==> src/rtl/data_mem_arbiter_pkg.sv <==
// Shared types and default constants for the data-memory arbiter.
package data_mem_arbiter_pkg;

  localparam int unsigned DEFAULT_DATA_W     = 32;
  localparam int unsigned DEFAULT_STARVE_MAX = 4;

  typedef enum logic {
    RD_IDLE = 1'b0,
    RD_PEND = 1'b1
  } rd_state_t;

  typedef enum logic {
    OWN_CPU = 1'b0,
    OWN_DMA = 1'b1
  } owner_t;

endpackage

==> src/rtl/arb_starve_counter.sv <==
// Saturating counter of consecutive denied DMA cycles; clear wins over increment.
module arb_starve_counter #(
  parameter int unsigned MAX   = 4,
  parameter int unsigned CNT_W = 3
) (
  input  logic             clk,
  input  logic             reset,
  input  logic             inc,
  input  logic             clr,
  output logic [CNT_W-1:0] cnt
);

  logic sat;

  assign sat = (cnt == CNT_W'(MAX));

  always_ff @(posedge clk) begin
    if (reset) begin
      cnt <= '0;
    end else if (clr) begin
      cnt <= '0;
    end else if (inc && !sat) begin
      cnt <= cnt + CNT_W'(1);
    end
  end

endmodule

==> src/rtl/data_mem_arbiter.sv <==
// Single-port data memory arbiter: CPU priority with DMA anti-starvation,
// combinational grants and one-cycle read-return tracking.
module data_mem_arbiter
  import data_mem_arbiter_pkg::*;
#(
  parameter int unsigned DATA_W     = DEFAULT_DATA_W,
  parameter int unsigned STARVE_MAX = DEFAULT_STARVE_MAX
) (
  input  logic              clk,
  input  logic              reset,
  input  logic              cpu_req,
  input  logic              cpu_we,
  input  logic [DATA_W-1:0] cpu_addr,
  input  logic [DATA_W-1:0] cpu_wdata,
  output logic              cpu_gnt,
  output logic              cpu_rvalid,
  input  logic              dma_req,
  input  logic              dma_we,
  input  logic [DATA_W-1:0] dma_addr,
  input  logic [DATA_W-1:0] dma_wdata,
  output logic              dma_gnt,
  output logic              dma_rvalid,
  output logic [DATA_W-1:0] rdata,
  output logic              mem_en,
  output logic              mem_we,
  output logic [DATA_W-1:0] mem_addr,
  output logic [DATA_W-1:0] mem_wdata,
  input  logic [DATA_W-1:0] mem_rdata
);

  localparam int unsigned CNT_W = (STARVE_MAX < 1) ? 1 : $clog2(STARVE_MAX + 1);

  logic [CNT_W-1:0] starve_cnt;
  logic             starve_hit;
  logic             dma_wins;
  logic             rd_gnt;
  rd_state_t        state_q, state_d;
  owner_t           owner_q, owner_d;

  arb_starve_counter #(
    .MAX   (STARVE_MAX),
    .CNT_W (CNT_W)
  ) u_starve (
    .clk   (clk),
    .reset (reset),
    .inc   (dma_req & ~dma_gnt),
    .clr   (dma_gnt),
    .cnt   (starve_cnt)
  );

  // CPU has priority unless the DMA has been denied STARVE_MAX times in a row.
  assign starve_hit = (starve_cnt == CNT_W'(STARVE_MAX));
  assign dma_wins   = dma_req & (~cpu_req | starve_hit);
  assign dma_gnt    = dma_wins;
  assign cpu_gnt    = cpu_req & ~dma_wins;
  assign mem_en     = cpu_gnt | dma_gnt;
  assign rd_gnt     = mem_en & ~mem_we;
  assign rdata      = mem_rdata;

  always_comb begin
    mem_we    = 1'b0;
    mem_addr  = '0;
    mem_wdata = '0;
    if (cpu_gnt) begin
      mem_we    = cpu_we;
      mem_addr  = cpu_addr;
      mem_wdata = cpu_wdata;
    end else if (dma_gnt) begin
      mem_we    = dma_we;
      mem_addr  = dma_addr;
      mem_wdata = dma_wdata;
    end
  end

  always_ff @(posedge clk) begin
    if (reset) begin
      state_q <= RD_IDLE;
      owner_q <= OWN_CPU;
    end else begin
      state_q <= state_d;
      owner_q <= owner_d;
    end
  end

  // Read-return tracker: a granted read is answered on the following cycle.
  always_comb begin
    state_d = state_q;
    owner_d = owner_q;
    case (state_q)
      RD_IDLE: begin
        if (rd_gnt) begin
          state_d = RD_PEND;
          owner_d = dma_gnt ? OWN_DMA : OWN_CPU;
        end
      end
      RD_PEND: begin
        if (rd_gnt) begin
          state_d = RD_PEND;
          owner_d = dma_gnt ? OWN_DMA : OWN_CPU;
        end else begin
          state_d = RD_IDLE;
        end
      end
      default: state_d = RD_IDLE;
    endcase
  end

  // A read still pending while reset is held is dropped without a response.
  assign cpu_rvalid = ~reset & (state_q == RD_PEND) & (owner_q == OWN_CPU);
  assign dma_rvalid = ~reset & (state_q == RD_PEND) & (owner_q == OWN_DMA);

endmodule

==> config.mk <==
export PLATFORM = sky130hd
export DESIGN_NAME = data_mem_arbiter
export DESIGN_NICKNAME = d
export VERILOG_FILES = /design/src/rtl/data_mem_arbiter_pkg.sv /design/src/rtl/arb_starve_counter.sv /design/src/rtl/data_mem_arbiter.sv
export SDC_FILE = /design/constraint.sdc
export NUM_CORES = 1
export LEC_CHECK = 0
export CORE_AREA = 2 2 104 106
export DETAILED_ROUTE_END_ITERATION = 8
export DIE_AREA = 0 0 106 108
export PLACE_DENSITY = 0.67
export SYNTH_ARGS = -nofsm -noshare
export SYNTH_HDL_FRONTEND = slang
export SYNTH_SLANG_ARGS = --single-unit
==> constraint.sdc <==
create_clock -name clk -period 5.15 [get_ports clk]
set_input_delay 1.2875 -clock clk [delete_from_list [all_inputs] [get_ports clk]]
set_output_delay 1.2875 -clock clk [all_outputs]
set_load 0.05 [all_outputs]
Yosys cells after proc, flatten, opt, wreduce, memory -nomap -nowiden. Index checks and enable logic that the tools add are counted.

Bits of input ports: 166. Word-level logic and storage cells: 31. Flip-flop bits (word level): 5. Output and inout port bits: 102.

Bitwise gates (word level): 14. Reductions and logical operators: 3. Add/sub/neg operators: 1. Multiplexer cells: 9. Equal/unequal tests: 1.

Operators with widths (number): $mux 32 (4); $and 1x1->1 (7); $mux 1 (5); $not 1->1 (5); $add 3x1->3 const B (1); $eq 3x3->1 const B (1); $or 1x1->1 (2); $reduce_or 2->1 (1); $logic_and 1x1->1 (1); $logic_not 1->1 (1).

Logic depth before layout (Yosys ltp).
Depth in word-level cells: 9. Depth in mapped cells: 7. Mapped depth without buffers: 5.

By module. Synthesis repeated with hierarchy kept, for this count alone.

Cells, all modules: 282. Area, all modules: 1774.2 sq um.

Modules (own cells, without submodules): data_mem_arbiter (seq. area each 40.0 sq um, cells an instance 265, area each 1585.3 sq um, instances 1); arb_starve_counter (seq. area each 60.1 sq um, cells an instance 17, area each 188.9 sq um, instances 1).

Worst setup path after synthesis. OpenSTA, ideal clock, no wires.

Path type: in2out. From: input port cpu_req. To: output port mem_addr[22]. Arrival time: 2.983 ns. Path buffers: 2. Slack: 0.880 ns. Required time: 3.863 ns. Stages on the path: 4. Cell sequence: clkbuf_1 -> clkbuf_1 -> nand2_1 -> o21ai_0.

Cells in the longest elaborated chain, start to end: 6.

Ends and longest elaborated chain: start, declared (RTL line data_mem_arbiter.sv:11) `input logic cpu_req,`; $not 1->1 (RTL line data_mem_arbiter.sv:53) `assign dma_wins = dma_req & (~cpu_req | starve_hit);`; $or 1x1->1 (RTL line data_mem_arbiter.sv:53); $and 1x1->1 (RTL line data_mem_arbiter.sv:53); $not 1->1 (RTL line data_mem_arbiter.sv:55) `assign cpu_gnt = cpu_req & ~dma_wins;`; $and 1x1->1 (RTL line data_mem_arbiter.sv:55); $mux 32 * (RTL line data_mem_arbiter.sv:64) `if (cpu_gnt) begin`; end, declared (RTL line data_mem_arbiter.sv:26) `output logic [DATA_W-1:0] mem_addr,`.

Every way passes the cells marked *; elsewhere a longest branch is shown, timed or not.

Worst setup path after layout.
From: input port cpu_req. To: output port mem_addr[5].

Same word-level chain as after synthesis.

==> results_dict.tcl <==
set metrics [dict create \
    max_freq_mhz 237 \
    track_usage 0.116 \
    timing.final.crit_share 0.819 \
    grt_overflow 0 \
    hold_buffers 0 \
    min_to "u_starve.cnt[0]" \
    hold_viol 0 \
    path_class "primary input to output pin" \
    antenna_found_initial 0 \
    die_x_um 106 \
    avgViaCountPerCell 4.48 \
    clock-root-buffer "clkbuf_8" \
    tightest_slew_ns 0.659 \
    rsz0062_at_grt "no" \
    grt_pass1_vias 2473 \
    dieHeight_um 108 \
    r2r-end "u_starve.cnt[0]" \
    async_flop_share 0 \
    required_ns 3.86 \
    arrival_ns 2.93 \
    holdCritStartpoint "u_starve.cnt[0]" \
    leakagePower_uw 0.00136 \
    ys_top_cells_by_area "nand3_1, nand2_1, buf_4" \
    p_per_area_mw_per_mm2 157 \
    seq_area_frac_synth 0.0646 \
    grt_pass1_wl_mm 11.2 \
    ys_ff_latch 5 \
    hpwl_mm 5.87 \
    synth_edf_count 0 \
    cts_made_buffers 3 \
    placed_area_mm2 0.00325 \
    grt_start_max_net_pins 71 \
    drt_iter0_markers 143 \
    cts_setup_buffers 0 \
    io_buffers 203 \
    holdPathStages 2 \
    syn_to_final_growth_pct 113 \
    syn_inst 289 \
    yosys-top-cells-count "nand2_1, nand3_1, o21ai_0, buf_4, o21ai_1" \
    syn_area_mm2 0.00155 \
    synth_fp_nets 457 \
    startpoint_type "primary input" \
    setup_viol 0 \
    synth.largest_area_cell "nand3_1" \
    power_uw 516 \
    dr.pass1.iters 4 \
    ant_nets 0 \
    clk_pin_slew_ns 0.04 \
    start_util 0.152 \
    critical_path.endpoint_type "output pin" \
    clockBufferDepth 2 \
    die_area_mm2 0.0114 \
    num_rows 37 \
    ios 268 \
    n_antenna_cell 0 \
    htree_num_levels 1 \
    final_area_mm2 0.00330 \
    nNetsFinal 608 \
    drv_slew 0 \
    drc_errors 0 \
    drive_gt1_frac 0.178 \
    ys_types 25 \
    ys_warn_count 0 \
    synth_top_area_frac 0.210 \
    finalSetupTns_ns 0 \
    place_ws_ns 0.895 \
    dr_total_vias 2578 \
    synth_area_per_cell_um2 5.36 \
    cts_tree "built" \
    worstPathMaxFanout 67 \
    crit-reg2reg-launch "u_starve.cnt[0]" \
    rrSetupSlack_ns 3.43 \
    clk_latency_ns 0.22 \
    post-route-min-period_ns 4.22 \
    slew_headroom 0.560 \
    ir_drop_mv 0.0644 \
    drt-total-wl_mm 7.63 \
    routedWlPerCell_um 13.3 \
    cts_resized 0 \
    synthMostInstantiatedCell "nand2_1" \
    hp-class "flip-flop to flip-flop" \
    worst_slack_ns 0.934 \
    cap_violations 0 \
    gp_congestion 0.680 \
    reg2regPathDepth 6 \
    synth_ff_type "dfxtp_1" \
    core_area_mm2 0.0102 \
    cts_sinks 5 \
    clock-skew-final_ns 0.00191 \
    outcome "finished clean" \
]
-- metrics by stage --
step                       util  hold slack, ns  std cells
after floorplan               -           0.456        289
final                     0.322           0.507        575
after global routing      0.322           0.530        575
after detailed placement  0.318           0.490        571
after global placement    0.318           0.476        571
after CTS                 0.322           0.495        575
-- worst max-delay path, stage by stage --
cell     delay [ns]
buf_2          0.43
a21bo_2        0.30
and2_4         0.33
o21ai_0        0.27
buf_4          0.23
-- registers in the layout, summed over array words and instances, names as in the netlist --
name,count
u_starve.cnt,3
owner_q,1
state_q,1
-- report_power, final --
group | internal, uW | leakage [uW] | switching [uW]
registers | 40.4 | 0.0000408 | 1.13
logic | 165 | 0.00129 | 236
clock network | 53.3 | 0.0000228 | 20.5
-- placed cells by master (no fill, tap or decap), types with 2 or more instances in the layout --
cell	synthesis	final
dfxtp_1	5	5
nand2_1	68	68
o21ai_0	39	39
nand3_1	65	65
clkbuf_8	0	3
nor2_1	2	2
inv_1	4	4
ha_1	2	2
clkdlybuf4s50_1	0	134
buf_2	3	2
buf_12	0	2
nor3b_1	2	2
a21oi_1	3	3
buf_4	32	69
o21ai_1	28	28
-- kinds of logic (layout without fill, tap and decap cells) --
logic type,count (synthesis),in the layout,synth area share
flops,5,5,0.0646
buf+inv,65,215,0.252
simple gates,143,143,0.419
compound gates,74,74,0.249
fa+ha+maj,2,2,0.0161
-- routing by layer --
| layer | vias up | track usage | part of all wire |
|---|---|---|---|
| met4 | 0 | 0.0197 | 0.0054 |
| met2 | 181 | 0.228 | 0.48 |
| li1 | 1254 | - | - |
| met1 | 1139 | 0.122 | 0.38 |
| met3 | 4 | 0.0386 | 0.13 |
| met5 | - | 0 | 0 |
-- how the worst max path moves through the flow --
stage,startpoint,to,cells past startpoint
global placement,cpu_req,mem_wdata[7],5
floorplan,cpu_req,mem_addr[22],4
global route,cpu_req,mem_we,5
CTS,cpu_req,mem_we,5
finish,cpu_req,mem_addr[5],5
detailed placement,cpu_req,mem_we,5
-- layout make-up --
type,count,area [um2]
clock buffer,4,45.0
fill,1110,6930
inverter,4,15.0
multi-input combinational,219,1060
sequential,5,100
tap,136,170
timing repair buffer,207,1910
(Power assumes the default switching activity.)
